File: src/rtl/wb_stream_writer_ctrl.sv
// Wishbone burst writer: drains a stream FIFO into a linear memory buffer
// using incrementing-address bursts, one buffer transfer per start pulse.
module wb_stream_writer_ctrl #(
   parameter int WB_AW   = 32,
   parameter int WB_DW   = 32,
   parameter int FIFO_AW = 4
) (
   input  logic               clk,
   input  logic               rst,
   output logic [WB_AW-1:0]   wbm_adr_o,
   output logic [WB_DW-1:0]   wbm_dat_o,
   output logic [WB_DW/8-1:0] wbm_sel_o,
   output logic               wbm_we_o,
   output logic               wbm_cyc_o,
   output logic               wbm_stb_o,
   output logic [2:0]         wbm_cti_o,
   output logic [1:0]         wbm_bte_o,
   input  logic [WB_DW-1:0]   wbm_dat_i,
   input  logic               wbm_ack_i,
   input  logic               wbm_err_i,
   input  logic [WB_DW-1:0]   fifo_d_i,
   input  logic               fifo_valid_i,
   output logic               fifo_ready_o,
   input  logic [FIFO_AW:0]   fifo_cnt_i,
   input  logic               start_i,
   input  logic [WB_AW-1:0]   start_adr_i,
   input  logic [WB_AW-1:0]   buf_size_i,
   input  logic [7:0]         burst_size_i,
   output logic               busy_o,
   output logic               irq_o,
   output logic               err_o,
   output logic [WB_AW-1:0]   tx_cnt_o
);

   localparam int SW = WB_DW / 8;
   localparam int CW = FIFO_AW + 1;
   localparam logic [FIFO_AW:0] FIFO_DEPTH = {1'b1, {FIFO_AW{1'b0}}};

   typedef enum logic [1:0] {
      S_IDLE  = 2'd0,
      S_WAIT  = 2'd1,
      S_BURST = 2'd2
   } state_t;

   // Next burst is the configured size unless fewer words remain.
   function automatic logic [7:0] burst_len(input logic [7:0] bs, input logic [WB_AW-1:0] remain);
      logic [7:0] len;
      if (WB_AW'(bs) < remain) begin
         len = bs;
      end else begin
         len = remain[7:0];
      end
      return len;
   endfunction

   state_t           r_state;
   logic [WB_AW-1:0] r_base_adr;
   logic [WB_AW-1:0] r_buf_size;
   logic [7:0]       r_burst_size;
   logic [7:0]       r_len;
   logic [7:0]       r_beat;
   logic [WB_AW-1:0] r_tx_cnt;
   logic             r_cyc;
   logic             r_busy;
   logic             r_irq;
   logic             r_err;

   logic [7:0]       w_bs_eff;
   logic [CW-1:0]    w_thresh;
   logic             w_stb;
   logic             w_accept;
   logic             w_last;
   logic [WB_AW-1:0] w_tx_next;
   logic [WB_AW-1:0] w_adr;
   logic             w_unused_dat;

   assign w_unused_dat = ^wbm_dat_i;
   assign w_bs_eff     = (burst_size_i == 8'd0) ? 8'd1 : burst_size_i;
   assign w_stb        = r_cyc & fifo_valid_i;
   assign w_accept     = w_stb & wbm_ack_i & ~wbm_err_i;
   assign w_last       = (r_beat == (r_len - 8'd1));
   assign w_tx_next    = r_tx_cnt + WB_AW'(1);
   assign w_adr        = r_base_adr + (r_tx_cnt << 2);

   // A burst longer than the FIFO can hold starts once the FIFO is full.
   always_comb begin
      w_thresh = FIFO_DEPTH;
      if (32'(r_len) <= 32'(FIFO_DEPTH)) begin
         w_thresh = CW'(r_len);
      end else begin
         w_thresh = FIFO_DEPTH;
      end
   end

   // Transfer sequencer: IDLE -> WAIT (FIFO fill) -> BURST (bus beats).
   always_ff @(posedge clk or posedge rst) begin
      if (rst) begin
         r_state      <= S_IDLE;
         r_base_adr   <= {WB_AW{1'b0}};
         r_buf_size   <= {WB_AW{1'b0}};
         r_burst_size <= 8'd0;
         r_len        <= 8'd0;
         r_beat       <= 8'd0;
         r_tx_cnt     <= {WB_AW{1'b0}};
         r_cyc        <= 1'b0;
         r_busy       <= 1'b0;
         r_irq        <= 1'b0;
         r_err        <= 1'b0;
      end else begin
         r_irq <= 1'b0;
         case (r_state)
            S_IDLE: begin
               r_cyc <= 1'b0;
               if (start_i) begin
                  r_base_adr   <= start_adr_i;
                  r_buf_size   <= buf_size_i;
                  r_burst_size <= w_bs_eff;
                  r_tx_cnt     <= {WB_AW{1'b0}};
                  r_err        <= 1'b0;
                  r_beat       <= 8'd0;
                  if (buf_size_i == {WB_AW{1'b0}}) begin
                     r_irq <= 1'b1;
                  end else begin
                     r_busy  <= 1'b1;
                     r_len   <= burst_len(w_bs_eff, buf_size_i);
                     r_state <= S_WAIT;
                  end
               end
            end
            S_WAIT: begin
               if (fifo_cnt_i >= w_thresh) begin
                  r_cyc   <= 1'b1;
                  r_beat  <= 8'd0;
                  r_state <= S_BURST;
               end
            end
            S_BURST: begin
               if (wbm_err_i) begin
                  r_cyc   <= 1'b0;
                  r_err   <= 1'b1;
                  r_irq   <= 1'b1;
                  r_busy  <= 1'b0;
                  r_state <= S_IDLE;
               end else if (w_accept) begin
                  r_tx_cnt <= w_tx_next;
                  if (w_last) begin
                     r_cyc <= 1'b0;
                     if (w_tx_next == r_buf_size) begin
                        r_irq   <= 1'b1;
                        r_busy  <= 1'b0;
                        r_state <= S_IDLE;
                     end else begin
                        r_len   <= burst_len(r_burst_size, r_buf_size - w_tx_next);
                        r_state <= S_WAIT;
                     end
                  end else begin
                     r_beat <= r_beat + 8'd1;
                  end
               end
            end
            default: begin
               r_cyc   <= 1'b0;
               r_busy  <= 1'b0;
               r_state <= S_IDLE;
            end
         endcase
      end
   end

   assign wbm_adr_o    = r_cyc ? w_adr : {WB_AW{1'b0}};
   assign wbm_dat_o    = r_cyc ? fifo_d_i : {WB_DW{1'b0}};
   assign wbm_sel_o    = r_cyc ? {SW{1'b1}} : {SW{1'b0}};
   assign wbm_we_o     = r_cyc;
   assign wbm_cyc_o    = r_cyc;
   assign wbm_stb_o    = w_stb;
   assign wbm_cti_o    = r_cyc ? (w_last ? 3'b111 : 3'b010) : 3'b000;
   assign wbm_bte_o    = 2'b00;
   assign fifo_ready_o = w_accept;
   assign busy_o       = r_busy;
   assign irq_o        = r_irq;
   assign err_o        = r_err;
   assign tx_cnt_o     = r_tx_cnt;

endmodule

File: config.mk
export PLATFORM = sky130hd
export DESIGN_NAME = wb_stream_writer_ctrl
export DESIGN_NICKNAME = d
export VERILOG_FILES = /design/src/rtl/wb_stream_writer_ctrl.sv
export SDC_FILE = /design/constraint.sdc
export NUM_CORES = 1
export LEC_CHECK = 0
export CORE_UTILIZATION = 47
export DETAILED_ROUTE_END_ITERATION = 8
export GPL_ROUTABILITY_DRIVEN = 1
export PLACE_DENSITY = 0.79
export SYNTH_ARGS = -nofsm -noshare
export SYNTH_HDL_FRONTEND = slang
export SYNTH_SLANG_ARGS = --single-unit
File: constraint.sdc
create_clock -name clk -period 5.4 [get_ports clk]
set_input_delay 0.54 -clock clk [delete_from_list [all_inputs] [get_ports clk]]
set_output_delay 0.54 -clock clk [all_outputs]
set_load 0.005 [all_outputs]
* After elaboration in Yosys (flattened, before gate mapping)
Cells that the tools add are included.
W data, S select, Z words.
** Word-level totals
- Bits of input ports :: 147
- Flip-flop bits (word level) :: 126
- Output and inout bits :: 112
- Logic and storage cells :: 110
** Cells by class
- Muxes and demuxes :: 56
- $add $sub $neg :: 5
- Bitwise logic cells :: 5
- Reductions and logical operators :: 13
- Order comparisons :: 4
- Equality and inequality tests :: 16
** Operators by type and width (count)
- $mux W32 :: 5
- $mux W8 :: 14
- $lt A8 B32 Y1 :: 2
- $pmux W32 S2 :: 1
- $add A32 B1 Y32 const B :: 1
- $add A32 B32 Y32 :: 1
- $eq A32 B32 Y1 :: 1
- $logic_not A32 Y1 :: 1
- $sub A32 B32 Y32 :: 1
- $pmux W8 S3 :: 1
- $mux W1 :: 19
- $ne A2 B2 Y1 const B :: 9
- $pmux W8 S2 :: 1
- $mux W2 :: 6
- $reduce_and A6 Y1 :: 2
- $ne A3 B3 Y1 const B :: 3
- $add A8 B1 Y8 const B :: 1
- $eq A8 B8 Y1 :: 1
- $le A8 B5 Y1 const B :: 1
- $logic_not A8 Y1 :: 1
- $sub A8 B1 Y8 const B :: 1
- $reduce_and A7 Y1 :: 1
- $mux W3 :: 2
- $pmux W1 S2 :: 3
- other kinds (16) :: 20

* Longest topological paths before layout
- Word-level depth :: 9
- Depth in mapped cells :: 23
- Mapped depth without buffers :: 22

* Least setup slack after synthesis
OpenSTA, ideal clock, no wires.
- Path type :: reg-to-reg
- Start :: reg r_tx_cnt[1], in the netlist tx_cnt_o[1]
- End :: reg r_len[7]
- Slack :: 86 ps
- Clock period less this slack :: 5314 ps
- Path buffers :: 1
- Arrival :: 5247 ps
- Cell stages (with the launch flop) :: 22
- Required time :: 5333 ps
- Library setup time :: 67 ps
- Cell sequence :: dfrtp_1 ha_1 nand3_1 or4_1 clkbuf_1 nor3_2 nand3_1 nor2_1 xnor2_1 ha_1 nand2b_1 o221ai_1 a2111o_1 a211oi_1 o2111ai_1 nor4_1 nand4_1 nor4_1 o2111ai_1 nor4_4 mux2i_1 o221a_1
** Between the ends
- Longest elaborated chain between the ends :: 9
- Elaborated cells between the ends (all ways) :: 12
- Classes of those cells :: add/sub (2); order compare (1); eq/ne (2); mux (6); reduce/logical (1)
** Ends and longest elaborated chain
- start, declared :: line 62 : logic [WB_AW-1:0] r_tx_cnt;
- start signal, assigned :: line 104 : r_tx_cnt <= {WB_AW{1'b0}};
- start signal, assigned :: line 118 : r_tx_cnt <= {WB_AW{1'b0}};
- start signal, assigned :: line 145 : r_tx_cnt <= w_tx_next;
- $add A32 B1 Y32 (*) :: line 82 : assign w_tx_next = r_tx_cnt + WB_AW'(1);
- $sub A32 B32 Y32 :: line 153 : r_len <= burst_len(r_burst_size, r_buf_size - w_tx_next);
- $lt A8 B32 Y1 :: line 48 : if (WB_AW'(bs) < remain) begin
- $mux W8 :: line 48
- $mux W8 :: line 148 : if (w_tx_next == r_buf_size) begin
- $mux W8 :: line 146 : if (w_last) begin
- $mux W8 :: line 144 : end else if (w_accept) begin
- $mux W8 :: line 138 : if (wbm_err_i) begin
- $pmux W8 S2 :: line 111 : case (r_state)
- end signal, assigned :: line 125 : r_len <= burst_len(w_bs_eff, buf_size_i);
- end signal, assigned :: line 153
- end, declared :: line 60 : logic [7:0] r_len;
Every way passes the cells marked *; elsewhere a longest branch is shown, timed or not. The select of a mux whose other input is x is not followed.
A chain may end at the register's enable or synchronous reset.

* Final worst setup path
- Start :: reg r_tx_cnt[1], in the netlist tx_cnt_o[1]
- End :: reg r_len[5]
The elaborated chain is that of the path after synthesis.

==> flow_summary.yaml <==
synthesis:
  avgSynthCellArea_sq_um: 7.86
  synth_area_leaders: "dfrtp_1 (29%), nand2_1 (8.9%), ha_1 (7.9%)"
  yosysUniqueCellTypes: 84
  synth_top_area_frac: 0.289
  syn_inst: 1390
  synth-seq-cells: 126
  synth_edf_count: 0
  synth_area_sq_um: 10900
  synth_warnings: 0
  synth_top_flop_cell: "dfrtp_1"
  seq_area_frac_synth: 0.289
  yosysTopAreaCell: "dfrtp_1"
  async_flop_share: 1.00
floorplan:
  num_rows: 55
  dieArea_sq_um: 23800
  die_x_microns: 154
  ios: 259
  die_h_microns: 154
  initial_core_util: 0.481
  core_sq_um: 22700
route:
  wirelength_mm: 34.1
  dr_wl_met3_mm: 2.45
  via_per_inst: 5.90
  detail-route-antenna-nets: 0
  routed-wl-met2_mm: 15.5
  drc_errors: 0
  met1_length_mm: 15.5
  top_layer: "met4"
  avgRoutedWirePerCell_microns: 17.6
  num_vias: 11400
  drtPass1Iterations: 5
  drt_iter0_markers: 1054
worst_hold_path:
  hp-class: "in -> async"
pwr:
  ir_drop_v: 0.000207
  p_leak_nw: 6.36
  p_total_mw: 6.55
  p_per_area_nw_per_um2: 448
cells_and_area:
  final_common_cell: "nand2_1"
  area_growth_pct: 34.0
  drive_above_1_share: 0.104
  n_antenna_cell: 0
  finalNetCount: 1857
  mostFrequentLayoutCells: "nand2_1 (259), clkdlybuf4s50_1 (223), dfrtp_1 (123)"
  fillerInstances: 1889
critical_path:
  crit_buf_inv: 2
  cp_top_family: "compound AO/OA/AOI/OAI gates"
  worst-setup-path-type: "reg -> reg"
  cp_max_fo: 8
  arrival_ps: 5530
  crit_slowest_cell: "dfrtp_1"
  worst_path_largest_cell_delay_ps: 410
  required_ps: 5770
  startpoint_type: "flip-flop"
  path_cells: "buf_6 -> nand3_1 -> xor2_1 -> ha_1 -> nor2_1 -> a21oi_1 -> a21o_1 -> a21o_1 -> xnor2_1 -> ha_1 -> o21a_1 -> o32ai_2 -> a2111o_1 -> a211oi_2 -> o2111ai_2 -> nor4_2 -> nand4_1 -> nor4_2 -> o2111ai_2 -> nor4_4 -> buf_12 -> mux2i_2 -> o221a_1"
  end_kind: "flip-flop"
timing:
  drv_slew: 0
  timing_hold_violations_final: 0
  clock_skew_ps: 9.07
  fmax_mhz: 194
  rsz0062_at_grt: "yes"
  fin_ws_ps: 239
  setup_violations: 0
  timing.final.crit_share: 0.956
  tightest_slew_ps: 975
  period_minus_slack_ps: 5160
  slew_headroom: 0.346
  fin_tns_setup_ps: 0
clock_tree:
  tritoncts: "done"
  path_clk_slew_ps: 60
  htree_levels: 4
  cts_root_buf: "clkbuf_16"
  clockBufferDepth: 2
  clock-sinks: 126
  cts_made_buffers: 17
  worst_skew_pair.late_latency_ps: 430
placed_design:
  hpwl_mm: 25.8
  preCtsSetupSlack_ps: -44.7
  gp_congestion: 0.941
  io_buffers: 224
grt:
  grtUsageTotal: 0.290
  grt_pass1_wl_mm: 55.2
  first_global_vias: 10900
  antenna_found_initial: 0
  grt_start_max_net_pins: 78
  grt_overflow: 0
status:
  status: "complete, no violations"
job:
  drv_cap: 0
==> path summary, 6_finish.rpt <==
path	from	endpoint	slack (ps)	cells past startpoint
worst max register to register	tx_cnt_o[1]	r_len[5]	240	23
worst min register to register	r_base_adr[0]	r_base_adr[0]	470	2
worst min-delay path	rst	r_state[1]	450	2
worst max-delay path	tx_cnt_o[1]	r_len[5]	240	23
min in group clk	r_base_adr[0]	r_base_adr[0]	470	2
max in group asynchronous	rst	r_buf_size[19]	3950	3
==> per-stage QoR <==
step | cells | hold WS [ps] | area (sq um) | util
global route | 1937 | 492 | 14600 | 0.644
global placement | 1897 | 451 | 13800 | 0.607
CTS | 1929 | 459 | 14400 | 0.633
finish | 1937 | 453 | 14600 | 0.644
floorplan | 1391 | 437 | 10900 | -
detailed placement | 1897 | 455 | 13800 | 0.607
==> synthesized netlist by cell type, types with 4 or more instances <==
library cell  instances
nand2_1             260
dfrtp_1             126
o21ai_0              99
nor2_1               81
and2_1               71
ha_1                 69
a21oi_1              61
nand3_1              59
xnor2_1              55
clkbuf_1             53
inv_1                47
xor2_1               36
nor3_1               27
nor4_1               26
a21o_1               21
nand2b_1             21
nor2b_1              17
nand4_1              16
mux2i_1              15
a31oi_1              14
o21a_1               14
and3_1               12
or3_1                10
a211oi_1              9
buf_4                 9
o211ai_1              9
or2_2                 9
o221a_1               8
o31ai_1               8
buf_2                 7
maj3_1                7
xnor3_1               7
o41ai_1               6
a2111oi_0             5
and4_1                5
o21bai_1              5
o22ai_1               5
or4_1                 5
a41oi_1               4
==> final cells by class <==
| class | count | area, sq um | area share |
|---|---|---|---|
| clock buffer | 21 | 450 | 0.0308 |
| clock inverter | 11 | 116 | 0.00795 |
| inverter | 47 | 179 | 0.0122 |
| multi-input combinational | 1144 | 7490 | 0.512 |
| sequential | 126 | 3160 | 0.216 |
| tap | 285 | 357 | 0.0244 |
| timing repair buffer | 303 | 2880 | 0.197 |
==> report_power, final <==
part,internal [mW],switching (mW)
clock network,0.688,0.447
logic,1.76,2.08
registers,1.26,0.319
==> state kept, by name (all words and copies together), names as in the netlist <==
name / count
busy_o: 1
err_o: 1
irq_o: 1
r_base_adr: 32
r_beat: 8
r_buf_size: 32
r_burst_size: 8
r_len: 8
r_state: 2
tx_cnt_o: 32
wbm_cyc_o: 1
==> worst register-to-register path: stages, from the launching register on <==
cell and delay (ps):
dfrtp_1 410, buf_6 150, nand3_1 90, xor2_1 280
ha_1 330, nor2_1 210, a21oi_1 120, a21o_1 200
a21o_1 180, xnor2_1 230, ha_1 220, o21a_1 180
o32ai_2 90, a2111o_1 300, a211oi_2 230, o2111ai_2 160
nor4_2 240, nand4_1 140, nor4_2 300, o2111ai_2 170
nor4_4 220, buf_12 190, mux2i_2 240, o221a_1 210
==> cells by family after synthesis <==
| logic type | synth area share |
|---|---|
| xor gates and xnor gates | 0.0874 |
| muxes | 0.0148 |
| other | 0.000343 |
| adders and majority gates | 0.0912 |
| AOI/OAI and AO/OA | 0.184 |
| buffers and inverters | 0.0457 |
| DFF | 0.289 |
| and+or+nand+nor | 0.288 |
==> per-layer routing <==
metal | GRT usage | vias to the layer above
li1 | - | 5411
met1 | 0.393 | 5461
met2 | 0.464 | 502
met3 | 0.0521 | 61
met4 | 0.101 | 0
met5 | 0 | -
==> timing repair <==
item | in CTS | in global routing
pin swaps | 1 | 21
gates resized for setup | 5 | 42
setup endpoints to repair | 9 | 11
endpoints found under the hold margin | 0 | 0
gates cloned | 0 | 0
hold buffers | 0 | 0
buffers inserted | 0 | 8
(Power assumes the default switching activity.)
